### config.mk
export PLATFORM = sky130hd
export DESIGN_NAME = psubsb_seq
export DESIGN_NICKNAME = d
export VERILOG_FILES = /design/src/rtl/psubsb_seq.sv
export SDC_FILE = /design/constraint.sdc
export NUM_CORES = 1
export LEC_CHECK = 0
export ABC_AREA = 0
export BUFFER_PORTS_ARGS = -buffer_cell sky130_fd_sc_hd__buf_4
export CAP_MARGIN = 20
export CELL_PAD_IN_SITES_DETAIL_PLACEMENT = 0
export CELL_PAD_IN_SITES_GLOBAL_PLACEMENT = 1
export CORE_ASPECT_RATIO = 1.25
export CORE_MARGIN = 1
export CORE_UTILIZATION = 37
export DETAILED_ROUTE_END_ITERATION = 12
export PLACE_DENSITY_LB_ADDON = 0.25
export REMOVE_ABC_BUFFERS = 1
export SYNTH_ARGS = -nofsm -noshare
export SYNTH_HDL_FRONTEND = slang
export SYNTH_HIERARCHICAL = 1
export SYNTH_SLANG_ARGS = --single-unit
export TNS_END_PERCENT = 20
### constraint.sdc
create_clock -name clk -period 2.9 [get_ports clk]
set_input_delay 0.58 -clock clk [delete_from_list [all_inputs] [get_ports clk]]
set_output_delay 0.58 -clock clk [all_outputs]
set_load 0.02 [all_outputs]
### src/rtl/psubsb_seq.sv
// Packed saturating nibble add/subtract, one shared 4-bit lane datapath
// stepped over four cycles under a start/busy/done handshake.

module psubsb_lane (
  input  logic [3:0] a,
  input  logic [3:0] b,
  input  logic       op_sub,
  output logic [3:0] res,
  output logic       sat
);
  logic [4:0] a5, b5, r;

  always_comb begin
    a5  = {a[3], a};
    b5  = {b[3], b};
    r   = a5 + (op_sub ? ~b5 : b5) + {4'b0000, op_sub};
    res = r[3:0];
    sat = 1'b0;
    // Operands span [-8,7], so the 5-bit result never wraps; bits 4:3 disagreeing
    // means the value left the 4-bit signed range.
    if (!r[4] && r[3]) begin
      res = 4'b0111;
      sat = 1'b1;
    end else if (r[4] && !r[3]) begin
      res = 4'b1000;
      sat = 1'b1;
    end
  end
endmodule

module psubsb_seq (
  input  logic        clk,
  input  logic        rst,
  input  logic        start,
  input  logic        op_sub,
  input  logic [15:0] A,
  input  logic [15:0] B,
  output logic        busy,
  output logic        done,
  output logic [15:0] Sum,
  output logic [3:0]  sat_flags
);
  typedef enum logic [1:0] {IDLE, RUN, DONE} state_t;

  typedef struct packed {
    logic [3:0][3:0] a;
    logic [3:0][3:0] b;
    logic            sub;
  } opnd_t;

  state_t          state, state_nxt;
  opnd_t           opnd;
  logic [1:0]      cnt;
  logic [3:0][3:0] sh_res;
  logic [3:0]      sh_sat;
  logic [3:0]      lane_res;
  logic            lane_sat;
  logic            accept;

  psubsb_lane u_lane (
    .a      (opnd.a[cnt]),
    .b      (opnd.b[cnt]),
    .op_sub (opnd.sub),
    .res    (lane_res),
    .sat    (lane_sat)
  );

  assign accept = start && (state == IDLE || state == DONE);
  assign busy   = (state == RUN);
  assign done   = (state == DONE);

  always_comb begin
    state_nxt = state;
    case (state)
      IDLE:    if (start) state_nxt = RUN;
      RUN:     if (cnt == 2'd3) state_nxt = DONE;
      DONE:    state_nxt = start ? RUN : IDLE;
      default: state_nxt = IDLE;
    endcase
  end

  always_ff @(posedge clk) begin
    if (rst) begin
      state     <= IDLE;
      opnd      <= '0;
      cnt       <= '0;
      sh_res    <= '0;
      sh_sat    <= '0;
      Sum       <= '0;
      sat_flags <= '0;
    end else begin
      state <= state_nxt;
      if (accept) begin
        opnd.a   <= A;
        opnd.b   <= B;
        opnd.sub <= op_sub;
        cnt      <= '0;
      end else if (state == RUN) begin
        sh_res[cnt] <= lane_res;
        sh_sat[cnt] <= lane_sat;
        cnt         <= cnt + 2'd1;
        // Lane 3 bypasses the shadow so the result publishes on this same edge.
        if (cnt == 2'd3) begin
          Sum       <= {lane_res, sh_res[2:0]};
          sat_flags <= {lane_sat, sh_sat[2:0]};
        end
      end
    end
  end
endmodule

**After elaboration in Yosys (flattened, before gate mapping)**

Index checks and enable logic that the tools add are counted.

- Register bits: 77
- Bits of input ports: 36
- Output and inout bits: 22
- Logic and storage cells: 61

- Add/subtract/negate cells: 3
- Order comparisons: 2
- Equality and inequality tests: 5
- Muxes and demuxes: 19
- Bitwise gates (word level): 2
- Reduce and logical (&&, ||, !) cells: 12

Operators with widths:

| operator | count |
|---|---|
| $mux W4 | 5 |
| $bmux W4 S2 | 2 |
| $bwmux W16 | 1 |
| $demux W4 S2 | 1 |
| $pmux W2 S3 | 1 |
| $add A5 B1 Y5 | 1 |
| $add A5 B5 Y5 | 1 |
| $mux W5 | 1 |
| $not A5 Y5 | 1 |
| $bwmux W4 | 1 |
| $eq A2 B2 Y1 const B | 2 |
| $logic_and A1 B1 Y1 | 4 |
| $mux W1 | 4 |
| $mux W2 | 2 |
| $reduce_and A2 Y1 | 2 |
| $lt A2 B3 Y1 const B | 1 |
| $reduce_and A3 Y1 | 1 |
| $add A2 B1 Y2 const B | 1 |
| $demux W1 S2 | 1 |
| $eq A2 B1 Y1 const B | 1 |
| $ge A2 B1 Y1 const B | 1 |
| $logic_not A1 Y1 | 2 |
| $logic_not A2 Y1 | 1 |
| $ne A2 B1 Y1 const B | 1 |
| 4 further kinds | 4 |

**Logic depth before layout (Yosys ltp)**

- Depth after elaboration: 11
- Gate-level depth with buffers: 12
- Depth with buffers taken out: 11

**Hierarchy**

The synthesis kept the hierarchy.

By module, submodules not included:

| module | instances | cells each | area each (µm²) | sequential area each (µm²) |
|---|---|---|---|---|
| psubsb_seq | 1 | 334 | 2813.9 | 1441.4 |
| psubsb_lane | 1 | 32 | 279.0 | 0.0 |

**Worst setup path before layout**

No wires, ideal clock.

- Path type: reg2reg
- Start point: register cnt[0]
- End point: register sh_res[10] in the netlist's numbering
- Library setup time: 132 ps
- Data arrival time: 2819 ps
- Required time: 2768 ps
- Setup slack: -51 ps
- Stages on the path, launching flop included: 13
- Path buffers: 1
- Clock period less this slack: 2951 ps
- Cell sequence: dfxtp_1 -> buf_2 -> mux4_2 -> mux2i_1 -> inv_1 -> fa_1 -> a211oi_1 -> mux2_2 -> inv_1 -> ha_1 -> a21o_1 -> nand3_1 -> a21oi_1

- Word-level cells in the longest chain between the ends: 11
- Elaborated cells on any way between the ends: 20
- Classes of those cells: 2 x add/sub; 2 x order compare; 10 x mux; 1 x bitwise; 5 x reduce/logical

RTL lines:

| item | line | text |
|---|---|---|
| from (decl) | 53 | `logic [1:0] cnt;` |
| from (signal assigned) | 101 | `cnt <= cnt + 2'd1;` |
| $bmux W4 S2 | 62 | `.b (opnd.b[cnt]),` |
| $mux W4 (not written as such) | 62 |  |
| $not A5 Y5 | 16 | `r = a5 + (op_sub ? ~b5 : b5) + {4'b0000, op_sub};` |
| $mux W5 | 16 |  |
| $add A5 B5 Y5 (*) | 16 |  |
| $add A5 B1 Y5 (*) | 16 |  |
| $logic_not A1 Y1 | 24 | `end else if (r[4] && !r[3]) begin` |
| $logic_and A1 B1 Y1 | 24 |  |
| $mux W4 | 24 |  |
| $mux W4 (*) | 21 | `if (!r[4] && r[3]) begin` |
| net lane_res[2] | 56 | `logic [3:0] lane_res;` |
| $bwmux W16 (*) | 99 | `sh_res[cnt] <= lane_res;` |
| to (signal, indexed assignment) | 99 |  |
| to (decl) | 54 | `logic [3:0][3:0] sh_res;` |

Mark *: on every way through the listed nets, which the timed path passes. The rest lies on a longest branch. The select of a mux whose other input is x is not followed.
A chain may end at the register's enable or synchronous reset.

**Worst setup path in the final report**

- Start point: register cnt[0]
- End point: register sh_res[9] in the netlist's numbering

Same word-level chain as after synthesis.

==> metrics.txt <==
top-count cell post-synth nand2_1; die area 0.00873 mm²; CTS buffer count 9; Post-Syn Area 0.00309 mm²; Post-DP HPWL 4630 µm; hold path depth 2; Worst VDD drop 0.284 mV; Yosys top cell by area dfxtp_1; unrepaired setup endpoints after global routing true; IO Pins 58; core area 0.00793 mm²; grt total ovfl 0; Die W 83.8 µm; share of layout cells above drive strength 1 26.8%; register bit total from synthesis 72; Post-synth top cells 122 x nand2_1, 72 x dfxtp_1, 70 x a21oi_1, 15 x nand3_1, 12 x buf_2; CTS max path bufs 2; RD Place Congestion 0.743; # port buffers 57; area growth from synthesis to layout 26.5%; CP Capture Type flip-flop; Pwr Density 578 mW/mm²; Starting Density 39.0%; ant diodes 0; die height 104 µm; Remaining DRCs 0; Layout Cells excl Fill 524; worst-skew pair later-pin latency 0.35 ns; vias in the first global route 2,451; CTS tree yes; status finished, final reports clean; DR vias/cell 4.85; drt initial violations 86; pin count of the biggest net entering global routing 73; Synth top area share 46.6%; Critical Path RT 3.18 ns; row count 36; Clock transition at path regs 0.08 ns; ys flop type dfxtp_1; final setup skew 0.0131 ns; final hold violations 0; Final ANT Viol Nets 0; Worst Hold Class flip-flop to flip-flop; worst hold margin 0.438 ns; CTS Hold Buffers Added 0; period utilization 98.8%; ys async rst share 0%; Pre-Repair DR Iteration Count 4; total power 2.26 mW; Max Cap Viol 0; Avg WL per Cell 12.8 µm; initial antenna violation count 0; synth warn 6; average size of a mapped cell 8.45 µm²; Placed Cells 506; clock sinks 72; Final TNS setup 0 ns; Nets 470; Routed Wire Length 6690 µm; H-tree depth 3; total number of vias 2,540; startpoint types flip-flop; P_leak 1.56 nW; Slew Viols, Final 0; Worst-Margin Slew 0.835 ns; Max-slew headroom 44.2%; Syn Inst Count 366; Clock Tree Root clkbuf_8; first-pass GRT wire length 11,500 µm; crit-path max FO 5; worst setup path category flip-flop to flip-flop; setup violators final 0; top cells by area, synth dfxtp_1 47%, nand2_1 15%, a21oi_1 11%; minimum clock period 2.87 ns; Synth cell types 32; post-synthesis sequential area ratio 46.6%; Fillers 810; Total GRT Usage 16.4%; Data arrival, critical path 3.14 ns; Worst Reg-to-Reg Cells 11; number of flops mapped to enable cells by yosys 0; Achievable Freq 0.349 GHz
## sequential cells by signal, summed over array words and instances, names as in the netlist
register   flops
Sum           16
cnt            2
opnd          33
sat_flags      4
sh_res        12
sh_sat         3
state          2
## logic make-up after synthesis
kind of cell	after synthesis	share of synthesized area, %
compound gates	76	12.9
simple gates	158	22.4
flops	72	46.6
fa+ha+maj	10	4.29
buf+inv	32	4.98
mux	12	7.20
xor+xnor	6	1.70
## routing by layer
metal | global-route usage [%] | share of wire, %
met5 | 0 | 0
met4 | 8.72 | 2.2
met3 | 2.78 | 3.2
met2 | 28.2 | 50
met1 | 19.5 | 45
## layout make-up
cell class | count | area [µm²] | area share [%]
tap | 95 | 119 | 3.04
inverter | 7 | 26.3 | 0.672
clock inverter | 6 | 66.3 | 1.70
timing repair buffer | 72 | 568 | 14.5
multi-input combinational | 262 | 1550 | 39.6
sequential | 72 | 1450 | 36.9
clock buffer | 10 | 138 | 3.52
## timing repair
action                                  CTS  global route
pin swaps                                 4             3
endpoints found under the setup margin   16            16
cloned                                    0             0
resized for setup                        11             7
buffers inserted                          1             0
## metrics by stage
stage | worst slack (ns) | util [%] | area, µm²
5_1_grt | -0.144 | 49.3 | 3910
3_3_place_gp | -0.0422 | 45.5 | 3610
4_1_cts | -0.0157 | 48.6 | 3850
3_5_place_dp | -0.135 | 45.5 | 3610
2_1_floorplan | -0.103 | - | 2970
6_report | 0.0349 | 49.3 | 3910
## report_power, final
group	internal [mW]	switching, mW
combinational	0.196	0.209
clock	0.422	0.378
sequential	1.03	0.0266
total	1.65	0.614
## placed cells by master, fill, tap and decap left out, types with 2 or more instances in the layout
cell	count
a21o_1	2
a21oi_1	69
a21oi_2	2
and2b_1	2
buf_4	69
buf_6	2
clkbuf_8	10
clkinvlp_4	3
dfxtp_1	71
ha_1	7
ha_2	2
inv_1	5
inv_2	2
mux4_2	8
nand2_1	122
nand2b_1	2
nand3_1	13
nand3_2	2
nand3b_1	6
nor2_1	3
xor2_1	5
## worst paths after layout
| check | slack [ns] | from | endpoint |
|---|---|---|---|
| max | 0.03 | cnt[0]$_SDFFE_PP0N_ | sh_res[9]$_SDFFE_PP0P_ |
| min | 0.44 | sh_res[2]$_SDFFE_PP0P_ | Sum[2]$_SDFFE_PP0P_ |
| max reg2reg | 0.03 | cnt[0]$_SDFFE_PP0N_ | sh_res[9]$_SDFFE_PP0P_ |
| min reg2reg | 0.44 | sh_res[2]$_SDFFE_PP0P_ | Sum[2]$_SDFFE_PP0P_ |
## critical path: stages (launching register included)
cell,delay [ns]
dfxtp_4,0.38
buf_6,0.11
mux4_2,0.51
xor2_1,0.16
ha_1,0.34
or4b_4,0.48
o2111ai_2,0.09
or2_1,0.14
ha_2,0.19
a21o_1,0.18
nand3_2,0.10
a21oi_2,0.13
Note: power is estimated with default switching activity, not from simulation.
